==> src/rtl/cpu_pkg.sv <==
// Shared encodings for the instruction controller: states, instruction classes,
// field layout and the datapath select/ALU codes.
package cpu_pkg;

  localparam logic [2:0] OPC_MOV = 3'b110;
  localparam logic [2:0] OPC_ALU = 3'b101;

  localparam logic [1:0] OP_MOV_IMM = 2'b10;
  localparam logic [1:0] OP_MOV_REG = 2'b00;
  localparam logic [1:0] OP_ADD     = 2'b00;
  localparam logic [1:0] OP_CMP     = 2'b01;
  localparam logic [1:0] OP_AND     = 2'b10;
  localparam logic [1:0] OP_MVN     = 2'b11;

  localparam logic [1:0] VSEL_IN = 2'b01;
  localparam logic [1:0] VSEL_C  = 2'b11;

  localparam logic [1:0] ALU_ADD = 2'b00;
  localparam logic [1:0] ALU_SUB = 2'b01;
  localparam logic [1:0] ALU_AND = 2'b10;
  localparam logic [1:0] ALU_NOT = 2'b11;

  typedef enum logic [2:0] {
    S_WAIT, S_DECODE, S_WRITE_IMM, S_GET_A, S_GET_B, S_ALU, S_WRITE_REG
  } state_t;

  typedef enum logic [2:0] {
    CLS_MOV_IMM, CLS_MOV_REG, CLS_ADD, CLS_CMP, CLS_AND, CLS_MVN, CLS_ILLEGAL
  } iclass_t;

  typedef struct packed {
    logic [1:0] op;
    logic [2:0] rn;
    logic [2:0] rd;
    logic [1:0] sh;
    logic [2:0] rm;
  } fields_t;

endpackage

==> src/rtl/cpu_controller_if.sv <==
// Control bus from the instruction controller to the 16-bit datapath.
interface cpu_controller_if #(parameter int DATA_W = 16);
  logic [DATA_W-1:0] datapath_in;
  logic [1:0]        vsel;
  logic [2:0]        readnum;
  logic [2:0]        writenum;
  logic              write;
  logic              loada;
  logic              loadb;
  logic              loadc;
  logic              loads;
  logic              asel;
  logic              bsel;
  logic [1:0]        shift;
  logic [1:0]        ALUop;

  modport master (
    output datapath_in, vsel, readnum, writenum, write,
           loada, loadb, loadc, loads, asel, bsel, shift, ALUop
  );

  modport slave (
    input datapath_in, vsel, readnum, writenum, write,
          loada, loadb, loadc, loads, asel, bsel, shift, ALUop
  );
endinterface

==> src/rtl/instr_decoder.sv <==
// Combinational split of the instruction register into fields, the
// sign-extended immediate and the instruction class.
module instr_decoder
  import cpu_pkg::*;
#(
  parameter int DATA_W = 16
) (
  input  logic [15:0]       ir,
  output fields_t           fields,
  output logic [DATA_W-1:0] imm,
  output iclass_t           iclass
);

  assign fields = '{op: ir[12:11], rn: ir[10:8], rd: ir[7:5], sh: ir[4:3], rm: ir[2:0]};
  assign imm    = {{(DATA_W-8){ir[7]}}, ir[7:0]};

  always_comb begin
    // NOTE: default first so every path assigns iclass and no latch is inferred.
    iclass = CLS_ILLEGAL;
    if (ir[15:13] == OPC_MOV) begin
      if (ir[12:11] == OP_MOV_IMM)      iclass = CLS_MOV_IMM;
      else if (ir[12:11] == OP_MOV_REG) iclass = CLS_MOV_REG;
    end else if (ir[15:13] == OPC_ALU) begin
      unique case (ir[12:11])
        OP_ADD:  iclass = CLS_ADD;
        OP_CMP:  iclass = CLS_CMP;
        OP_AND:  iclass = CLS_AND;
        default: iclass = CLS_MVN;
      endcase
    end
  end

endmodule

==> src/rtl/cpu_controller.sv <==
// Instruction register, retired counter and Moore FSM that sequences the
// register file, A/B/C, shifter, ALU and status register of the datapath.
module cpu_controller
  import cpu_pkg::*;
#(
  parameter int DATA_W = 16
) (
  input  logic        clk,
  input  logic        rst_n,
  input  logic        s,
  input  logic        load,
  input  logic [15:0] instr,
  output logic        w,
  output logic        illegal,
  output logic [15:0] retired,
  cpu_controller_if.master dp
);

  state_t            state, state_next;
  logic [15:0]       ir;
  fields_t           f;
  logic [DATA_W-1:0] imm;
  iclass_t           cls;
  logic              retire;

  instr_decoder #(.DATA_W(DATA_W)) u_dec (
    .ir     (ir),
    .fields (f),
    .imm    (imm),
    .iclass (cls)
  );

  // NOTE: sequential state uses non-blocking assignments so every register
  // samples pre-edge values regardless of statement order.
  always_ff @(posedge clk or negedge rst_n) begin
    if (!rst_n) begin
      state   <= S_WAIT;
      ir      <= '0;
      retired <= '0;
    end else begin
      state <= state_next;
      if (state == S_WAIT && load) ir <= instr;
      if (retire) retired <= retired + 16'd1;
    end
  end

  assign dp.datapath_in = imm;
  assign dp.bsel        = 1'b0;

  always_comb begin
    state_next  = state;
    retire      = 1'b0;
    w           = 1'b0;
    illegal     = 1'b0;
    dp.vsel     = VSEL_C;
    dp.readnum  = 3'd0;
    dp.writenum = 3'd0;
    dp.write    = 1'b0;
    dp.loada    = 1'b0;
    dp.loadb    = 1'b0;
    dp.loadc    = 1'b0;
    dp.loads    = 1'b0;
    dp.asel     = 1'b0;
    dp.shift    = 2'b00;
    dp.ALUop    = ALU_ADD;

    unique case (state)
      S_WAIT: begin
        w = 1'b1;
        if (s) state_next = S_DECODE;
      end
      S_DECODE: begin
        unique case (cls)
          CLS_MOV_IMM:                 state_next = S_WRITE_IMM;
          CLS_ADD, CLS_CMP, CLS_AND:   state_next = S_GET_A;
          CLS_MOV_REG, CLS_MVN:        state_next = S_GET_B;
          default: begin
            illegal    = 1'b1;
            state_next = S_WAIT;
          end
        endcase
      end
      S_WRITE_IMM: begin
        dp.writenum = f.rn;
        dp.vsel     = VSEL_IN;
        dp.write    = 1'b1;
        retire      = 1'b1;
        state_next  = S_WAIT;
      end
      S_GET_A: begin
        dp.readnum = f.rn;
        dp.loada   = 1'b1;
        state_next = S_GET_B;
      end
      S_GET_B: begin
        dp.readnum = f.rm;
        dp.loadb   = 1'b1;
        dp.shift   = f.sh;
        state_next = S_ALU;
      end
      S_ALU: begin
        dp.shift = f.sh;
        dp.loads = 1'b1;
        // MOV Rd,Rm is computed as 0 + shifted Rm through the adder.
        if (cls == CLS_MOV_REG) begin
          dp.ALUop = ALU_ADD;
          dp.asel  = 1'b1;
        end else begin
          dp.ALUop = f.op;
        end
        if (cls == CLS_CMP) begin
          retire     = 1'b1;
          state_next = S_WAIT;
        end else begin
          dp.loadc   = 1'b1;
          state_next = S_WRITE_REG;
        end
      end
      S_WRITE_REG: begin
        dp.writenum = f.rd;
        dp.vsel     = VSEL_C;
        dp.write    = 1'b1;
        retire      = 1'b1;
        state_next  = S_WAIT;
      end
      default: state_next = S_WAIT;
    endcase
  end

endmodule

==> src/flat_wrapper.sv <==
// flat-port wrapper written by rule: the top's interface ports become plain ports
module cpu_controller_flat import cpu_pkg::*;
#(
  parameter int DATA_W = 16
)
  (clk, rst_n, s, load, instr, w, illegal, retired, dp_datapath_in, dp_vsel, dp_readnum, dp_writenum, dp_write, dp_loada, dp_loadb, dp_loadc, dp_loads, dp_asel, dp_bsel, dp_shift, dp_ALUop);
  cpu_controller_if #(.DATA_W(DATA_W)) dp_i ();
  input  logic clk;
  input  logic rst_n;
  input  logic s;
  input  logic load;
  input  logic [15:0] instr;
  output logic w;
  output logic illegal;
  output logic [15:0] retired;
  output wire logic [$bits(dp_i.datapath_in)-1:0] dp_datapath_in;
  output wire logic [$bits(dp_i.vsel)-1:0] dp_vsel;
  output wire logic [$bits(dp_i.readnum)-1:0] dp_readnum;
  output wire logic [$bits(dp_i.writenum)-1:0] dp_writenum;
  output wire logic [$bits(dp_i.write)-1:0] dp_write;
  output wire logic [$bits(dp_i.loada)-1:0] dp_loada;
  output wire logic [$bits(dp_i.loadb)-1:0] dp_loadb;
  output wire logic [$bits(dp_i.loadc)-1:0] dp_loadc;
  output wire logic [$bits(dp_i.loads)-1:0] dp_loads;
  output wire logic [$bits(dp_i.asel)-1:0] dp_asel;
  output wire logic [$bits(dp_i.bsel)-1:0] dp_bsel;
  output wire logic [$bits(dp_i.shift)-1:0] dp_shift;
  output wire logic [$bits(dp_i.ALUop)-1:0] dp_ALUop;
  assign dp_datapath_in = dp_i.datapath_in;
  assign dp_vsel = dp_i.vsel;
  assign dp_readnum = dp_i.readnum;
  assign dp_writenum = dp_i.writenum;
  assign dp_write = dp_i.write;
  assign dp_loada = dp_i.loada;
  assign dp_loadb = dp_i.loadb;
  assign dp_loadc = dp_i.loadc;
  assign dp_loads = dp_i.loads;
  assign dp_asel = dp_i.asel;
  assign dp_bsel = dp_i.bsel;
  assign dp_shift = dp_i.shift;
  assign dp_ALUop = dp_i.ALUop;
  cpu_controller #(.DATA_W(DATA_W)) u_core (.clk(clk), .rst_n(rst_n), .s(s), .load(load), .instr(instr), .w(w), .illegal(illegal), .retired(retired), .dp(dp_i));
endmodule
==> config.mk <==
export PLATFORM = sky130hd
export DESIGN_NAME = cpu_controller_flat
export DESIGN_NICKNAME = d
export VERILOG_FILES = /design/src/rtl/cpu_pkg.sv /design/src/rtl/cpu_controller_if.sv /design/src/rtl/instr_decoder.sv /design/src/rtl/cpu_controller.sv /design/src/flat_wrapper.sv
export SDC_FILE = /design/constraint.sdc
export NUM_CORES = 1
export LEC_CHECK = 0
export ABC_AREA = 1
export BUFFER_PORTS_ARGS = -buffer_cell sky130_fd_sc_hd__buf_2
export CORE_ASPECT_RATIO = 1.25
export CORE_UTILIZATION = 35
export DETAILED_ROUTE_END_ITERATION = 10
export GPL_TIMING_DRIVEN = 0
export PLACE_DENSITY = 0.67
export RECOVER_POWER = 50
export SLEW_MARGIN = 40
export SYNTH_ARGS = -nofsm -noshare
export SYNTH_HDL_FRONTEND = slang
export SYNTH_HIERARCHICAL = 1
export SYNTH_SLANG_ARGS = --single-unit
export TNS_END_PERCENT = 10
==> constraint.sdc <==
create_clock -name clk -period 2.9 [get_ports clk]
set_clock_uncertainty 0.1 [all_clocks]
set_input_delay 0.87 -clock clk [delete_from_list [all_inputs] [get_ports clk]]
set_output_delay 0.87 -clock clk [all_outputs]
set_load 0.05 [all_outputs]
======== After elaboration in Yosys (flattened, before gate mapping) ========
Index checks and enable logic that the tools add are counted.
cells by class
  mux-type cells .......................... 28
  equal/unequal tests ..................... 16
  $add $sub $neg .......................... 1
  reduce and logical (&&, ||, !) cells .... 9
operators with widths
  kind                   number
  $eq 3x3->1 const B     7
  $mux 3                 6
  $pmux 3 s3             2
  $add 16x1->16 const B  1
  $pmux 3 s5             1
  $eq 3x2->1 const B     4
  $mux 1                 12
  $pmux 3 s2             2
  $mux 2                 4
  $eq 3x1->1 const B     2
  $logic_not 3->1        2
  $reduce_or 2->1        3
  $reduce_or 6->1        1
  $reduce_or 3->1        1
  $eq 2x1->1 const B     1
  $eq 2x2->1 const B     1
  $logic_not 2->1        1
  $ne 2x2->1 const B     1
  $pmux 1 s2             1
  $logic_and 1x1->1      1
storage, ports and cells
  register bits after elaboration ......... 35

======== Depth between registers and ports, before layout ========
Gate-level depths: netlist of run 1.
  depth after elaboration ................. 8
  gate-level depth with buffers ........... 13
  depth with buffers taken out ............ 12

======== Cells and area by module ========
The synthesis of run 1 kept the hierarchy.
modules (own cells, without submodules)
  module          area an instance (µm²)  instances  cells each  seq. area each (µm²)
  cpu_controller  2021.9                  1          261         875.8
  instr_decoder   286.5                   1          46          0.0

======== Worst setup path after synthesis of run 1 ========
Ideal clock, no wire load.
  kind .................................... flip-flop to output port
  from .................................... register u_core.state[0]
  to ...................................... output port dp_writenum[0]
  path slack .............................. -0.616 ns
  cell stages (with the launch flop) ...... 6
  required time ........................... 1.930 ns
  arrival ................................. 2.546 ns
  cells stage by stage .................... dfrtp_1 -> inv_2 -> nand2_1 -> inv_2 -> nand2_1 -> o21ai_0
on the way
  word-level cells in the longest chain between the ends .. 2
RTL lines
  element                                          RTL line              text
  from (decl)                                      cpu_controller.sv:19  state_t state, state_next;
  from (signal assigned)                           cpu_controller.sv:41  state <= state_next;
  $eq 3x3->1 / $eq 3x2->1 (equally long branches)  cpu_controller.sv:67  unique case (state)
  $pmux 3 s2 *                                     cpu_controller.sv:67
  to (decl)                                        flat_wrapper.sv:19    output wire logic [$bits(dp_i.writenum)-1:0] dp_writenum;
Every way passes the cells marked *; elsewhere a longest branch is shown, timed or not.

======== Worst setup path in the final report of run 1 ========
  from .................................... register u_core.state[1]
  to ...................................... output port w
on the way
  word-level cells in the longest chain between the ends .. 2
RTL lines
  element          RTL line              text
  $logic_not 3->1  cpu_controller.sv:67
  $mux 1           cpu_controller.sv:67
  to (decl)        flat_wrapper.sv:13    output logic w;
No other way between the ends.

==> results.toml, run 1 <==
[global_route]
antenna_found_initial = 1
grt_pass1_wl_mm = 8.95
grt.total_usage_pct = 17.0
grt_max_degree = 36
grt_pass1_vias = 2030
grt-ovfl-total = 0

[placement]
io_buffers = 69
pre_cts_slack_ns = 0.381
place_hpwl_mm = 4.08
gp_congestion = 0.791
place_inst = 461

[outcome]
outcome = "finished, violations left"
violations = "capacitance limit, slew limit"

[sta]
worst_slack_ns = 0.185
rsz0062_at_grt = "false"
hold_violations = 0
finalMaxSlewViolations = 36
clock.fmax_mhz = 368
worst_slew_pin_slew_ns = 1.95
setup_viol = 0
post-route-period-util_pct = 93.6
finalCriticalPeriod_ns = 2.71
relSlewSlack_pct = -29.9

[route]
first_iter_violations = 89
viasPerCell = 4.53
drc = 0
drtAntennaViolNets = 0
wl_per_cell_um = 11.2
vias = 2142
wl_mm = 5.29
drtPass1Iterations = 4

[clock_tree]
cts_root_buf = "clkbuf_8"
clockBufferDepth = 2
h-tree-depth = 2
cts.clk_slew.worst_paths_ns = 0.07
cts_tree = "yes"
clk_latency_ns = 0.29
cts_sinks = 35
cts_made_buffers = 5

[setup_path]
rrSetupSlack_ns = 0.74
critical_path.startpoint = "u_core/state[1]$_DFFE_PN0P_"
rr_endpoint = "u_core/retired[2]$_DFFE_PN0P_"
slowest_stage = "dfrtp_1"
arrival_ns = 1.74
cp_num_cells = 5
criticalPathCategory = "register to output port"
start_kind = "register"
critPathTopFamily = "buffers and inverters"
endpoint_kind = "output port"
cp_cell_sequence = "nor2_1 -> nand2_1 -> inv_1 -> buf_4 -> buf_2"
cp_max_fo = 10
crit_buf_inv = 3
cpPeakStageDelay_ns = 0.45
worstSetupEndpoint = "w"
rr_worst_depth = 14
r2r-start = "u_core/ir[15]$_DFFE_PN0P_"
critPathRequiredTime_ns = 1.93

[floorplanning]
rows = 32
pin_count = 73
core_area_um2 = 6290
initial_core_util_pct = 36.7
die_h_um = 92.8
dieArea_um2 = 6930
die_w_um = 74.6

[cells_and_area]
fin_cells = 473
mostFrequentLayoutCells = "nand2_1 (102), buf_2 (63), buf_4 (36)"
n_antenna_cell = 0
fillCellCount = 660
fin_nets = 409
fin_util_pct = 46.3
area_growth_pct = 26.2
layout-drive-gt1-share_pct = 35.8
layout_commonest_cell = "nand2_1"

[logic_synthesis]
synth-async-reset-ratio_pct = 100
synth_edf_count = 0
syn_area_um2 = 2310
ys_seq_area_share_pct = 37.9
syn_inst = 307
ys_types = 31
syn_area_per_cell_um2 = 7.52
synth_top_flop_cell = "dfrtp_1"
ys_warn_count = 6
ys_seq_elements = 35
synth.net_count = 328

[run]
cap_violations = 1

[pwr]
ir_drop_v = 0.000544
leakagePower_uw = 0.00158
powerDensity_nw_per_um2 = 1030

[worst_hold_path]
hold_path_class = "register to register"
holdPathStages = 2
[cells in the mapped netlist (2+ instances only)]
master / instances / area share (%)
nand3_2: 3 / 1.3
nand2_4: 3 / 1.5
nor3_1: 4 / 0.87
o21ai_0: 10 / 2.2
a21oi_1: 3 / 0.65
conb_1: 2 / 0.33
buf_6: 3 / 1.5
inv_1: 26 / 4.2
nand4_1: 10 / 2.7
nor2_4: 5 / 2.4
o21ai_1: 2 / 0.43
inv_2: 4 / 0.65
nand2_2: 3 / 0.81
dfrtp_1: 35 / 38
nor2_1: 14 / 2.3
buf_4: 32 / 10
nand3b_1: 3 / 0.98
nand2_1: 104 / 17
nor2_2: 3 / 0.81
nand3_1: 27 / 5.9
[worst reg2reg max path: stages (launching register included)]
cell and delay [ns]:
dfrtp_1 0.41, nand2_1 0.09, nor2_2 0.15, buf_4 0.12, nand2_1 0.06, nand2_2 0.08
nand2_4 0.09, buf_4 0.15, nor2_1 0.30, nand2_4 0.09, nand2_4 0.11, buf_12 0.14
nand2_1 0.05, nand2_1 0.06, nand2_1 0.05
[kinds of logic after synthesis]
kind of cell | count (synthesis) | share of synthesized area (%)
xor+xnor | 2 | 1.08
flops | 35 | 37.9
other cells | 2 | 0.325
buf+inv | 68 | 18.0
fa+ha+maj | 1 | 0.542
simple gates | 182 | 37.8
compound gates | 17 | 4.28
[where the power goes]
group / switching (uW) / internal, uW
clock: 175 / 186
combinational: 1240 / 593
sequential: 160 / 636
total: 1570 / 1420
[through the flow]
| step | instance area (um^2) | TNS (ns) | hold slack, ns | total power (uW) |
|---|---|---|---|---|
| 2_1_floorplan | 2310 | -0.765 | 0.343 | 2260 |
| 3_3_place_gp | 2770 | 0 | 0.357 | 2580 |
| 3_5_place_dp | 2770 | 0 | 0.362 | 2610 |
| 4_1_cts | 2850 | 0 | 0.379 | 2980 |
| 5_1_grt | 2910 | 0 | 0.423 | 3200 |
| 6_report | 2910 | 0 | 0.374 | 2990 |
[metal layers]
layer,share of wire (%),vias to the layer above,track usage [%],wire length [um]
li1,-,1098,-,-
met1,42,965,19.8,2200
met2,51,71,29.5,2690
met3,6.4,6,4.68,337
met4,0.89,2,5.35,47
met5,0.25,-,0,13
[state kept, by name (all words and copies together) (netlist names)]
name and count:
u_core/ir 16, u_core/retired 16, u_core/state 3
[worst min path at each step]
stage	endpoint	startpoint	slack, ns
floorplan	u_core/ir[10]$_DFFE_PN0P_	u_core/ir[10]$_DFFE_PN0P_	0.34
global placement	u_core/ir[10]$_DFFE_PN0P_	u_core/ir[10]$_DFFE_PN0P_	0.36
detailed placement	u_core/ir[8]$_DFFE_PN0P_	u_core/ir[8]$_DFFE_PN0P_	0.36
CTS	u_core/ir[8]$_DFFE_PN0P_	u_core/ir[8]$_DFFE_PN0P_	0.38
global route	u_core/ir[8]$_DFFE_PN0P_	u_core/ir[8]$_DFFE_PN0P_	0.42
finish	u_core/ir[8]$_DFFE_PN0P_	u_core/ir[8]$_DFFE_PN0P_	0.37
[area by class of cell]
type	count	area (um^2)	area share, %
buffer	38	295	10.1
clock buffer	6	82.6	2.84
clock inverter	1	5.00	0.172
inverter	30	113	3.87
multi-input combinational	204	1050	36.2
sequential	35	876	30.1
tap	85	106	3.65
timing repair buffer	74	382	13.1
[repair_timing]
item,in CTS,in global routing
hold buffers,0,0
endpoints found under the hold margin,0,0
setup buffers,0,5
endpoints found under the setup margin,0,4
gates resized for setup,0,15
No activity file was read; power rests on OpenSTA's default activity.
==> run 2: changes to the inputs <==
- CORE_UTILIZATION: 35 -> 55
- PLACE_DENSITY: 0.67 -> 0.94
- clock period: 2.9 -> 3.3 ns (I/O delays scaled with it)
==> run 2 against run 1 <==
Critical path type unchanged; sequential cell count did not move; sequential power is 12% lower; register-to-register slack improved by 0.12 ns; global-route usage is 8.5 points higher; worst setup slack improved by 0.070 ns; utilization up 24 points; clock-buffer cell count did not move; the run still ends with capacitance limit, slew limit left; via count rose by 2.0%; clock power down 14%.
==> results.toml, run 2 (same netlist as run 1, synthesis figures left out) <==
[outcome]
outcome = "finished, violations left"
violations = "capacitance limit, slew limit"

[setup_path]
worstSetupEndpoint = "dp_asel"
endpoint_kind = "output port"
rr_worst_depth = 12
critical_path.startpoint = "u_core/ir[15]$_DFFE_PN0P_"
rrSetupSlack_ns = 0.86
arrival_ns = 1.95
start_kind = "register"
criticalPathCategory = "register to output port"
r2r-start = "u_core/ir[15]$_DFFE_PN0P_"
cp_max_fo = 5
critPathRequiredTime_ns = 2.21
rr_endpoint = "u_core/retired[2]$_DFFE_PN0P_"

[sta]
relSlewSlack_pct = -24.6
finalMaxSlewViolations = 36
timing.hold.ws_ns = 0.379
setup_viol = 0
hold_violations = 0
post-route-period-util_pct = 92.3
clock.fmax_mhz = 328
finalCriticalPeriod_ns = 3.04
rsz0062_at_grt = "false"
worst_slew_pin_slew_ns = 1.87
tns_ns = 0

[clock_tree]
cts_sinks = 35
postCtsResizedCells = 0
cts_hold_buf = 0
postCtsSetupBuffers = 0
clockBufferDepth = 2
cts.clk_slew.worst_paths_ns = 0.07
cts_made_buffers = 5
cts_root_buf = "clkbuf_8"
h-tree-depth = 2
cts_tree = "yes"
clk_latency_ns = 0.28

[pwr]
power_frac_clock_pct = 12.2
p_int_uw = 1200
switching_share_pct = 52.9
p_comb_share_pct = 60.4
ir_drop_v = 0.000418
p_total_uw = 2550
power_frac_seq_pct = 27.4
p_sw_uw = 1350
powerDensity_nw_per_um2 = 927
leakagePower_uw = 0.00155

[floorplanning]
initial_core_util_pct = 59.0
die_h_um = 74.4
rows = 25
core_area_um2 = 3910
die_w_um = 59.9
dieArea_um2 = 4460
pin_count = 73

[route]
vias = 2184
first_iter_violations = 143
drc = 0
viasPerCell = 5.00
drtAntennaViolNets = 0
drtPass1Iterations = 4
wl_per_cell_um = 11.9
wl_mm = 5.20

[worst_hold_path]
hold_path_class = "register to register"

[global_route]
grt_max_degree = 36
grt.total_usage_pct = 25.5
grt-ovfl-total = 0
antenna_found_initial = 0
grt_pass1_vias = 2017
grt_pass1_wl_mm = 8.52

[cells_and_area]
n_antenna_cell = 0
mostFrequentLayoutCells = "nand2_1 (106), buf_2 (69), dfrtp_1 (35)"
reg_top3 = "u_core/ir x16, u_core/retired x16, u_core/state x3"
layout_commonest_cell = "nand2_1"
fin_util_pct = 70.4
finish.instance_area_um2 = 2750
layout-drive-gt1-share_pct = 33.4
fin_nets = 404
area_growth_pct = 19.2

[placement]
place_hpwl_mm = 3.92
gp_congestion = 0.836
place_area_um2 = 2720
io_buffers = 69

[run]
cap_violations = 1
==> run 2: cell count changes in the layout (fill, tap and decap cells not counted), moves of 2 or more <==
cell and change:
nand2_4 -2, o21ai_0 +4, buf_2 +6, nand2_1 +4
nor2_1 +2, nand2_2 -2, buf_4 -4, o21ai_1 -3
clkbuf_1 -4
==> run 2: how the worst min path moves through the flow <==
stage	start	endpoint	slack (ns)	cells after the start
2_1_floorplan	u_core/ir[10]$_DFFE_PN0P_	u_core/ir[10]$_DFFE_PN0P_	0.34	2
3_3_place_gp	u_core/ir[10]$_DFFE_PN0P_	u_core/ir[10]$_DFFE_PN0P_	0.36	2
5_1_grt	u_core/ir[9]$_DFFE_PN0P_	u_core/ir[9]$_DFFE_PN0P_	0.41	2
3_5_place_dp	u_core/ir[9]$_DFFE_PN0P_	u_core/ir[9]$_DFFE_PN0P_	0.36	2
4_1_cts	u_core/ir[9]$_DFFE_PN0P_	u_core/ir[9]$_DFFE_PN0P_	0.38	2
6_report	u_core/ir[9]$_DFFE_PN0P_	u_core/ir[9]$_DFFE_PN0P_	0.38	2
==> run 2: per-layer routing <==
layer,GRT usage (%),share of wire (%),up-vias
li1,-,-,1095
met1,26.3,39,1001
met2,47.0,53,76
met3,6.78,5.9,12
met4,11.9,1.8,0
met5,0,0,-
==> run 2: worst max-delay path, cell delays in order (launching register included) <==
cell	delay, ns
dfrtp_1	0.40
nand2_1	0.09
nor2_2	0.15
inv_1	0.09
nand2_1	0.07
nand2_1	0.11
nor2_1	0.22
inv_1	0.08
nor4_1	0.16
buf_2	0.30
==> run 2: final cells by class <==
class | count | area, um^2
fill | 336 | 1160
multi-input combinational | 204 | 986
sequential | 35 | 876
timing repair buffer | 69 | 344
buffer | 38 | 279
inverter | 30 | 113
clock buffer | 6 | 82.6
tap | 54 | 67.6
clock inverter | 1 | 5.00
==> run 2: per-stage QoR <==
step,cells,setup WS (ns)
5_1_grt,437,0.00970
3_5_place_dp,430,0.633
3_3_place_gp,430,0.681
4_1_cts,437,0.261
6_report,437,0.255
2_1_floorplan,307,-0.336
==> run 2: power groups by stage <==
stage	combinational, uW	clock (uW)	sequential [uW]
floorplan	1240	0	746
global placement	1540	0	698
detailed placement	1580	0	705
CTS	1580	325	699
global route	1660	336	719
finish	1540	312	699
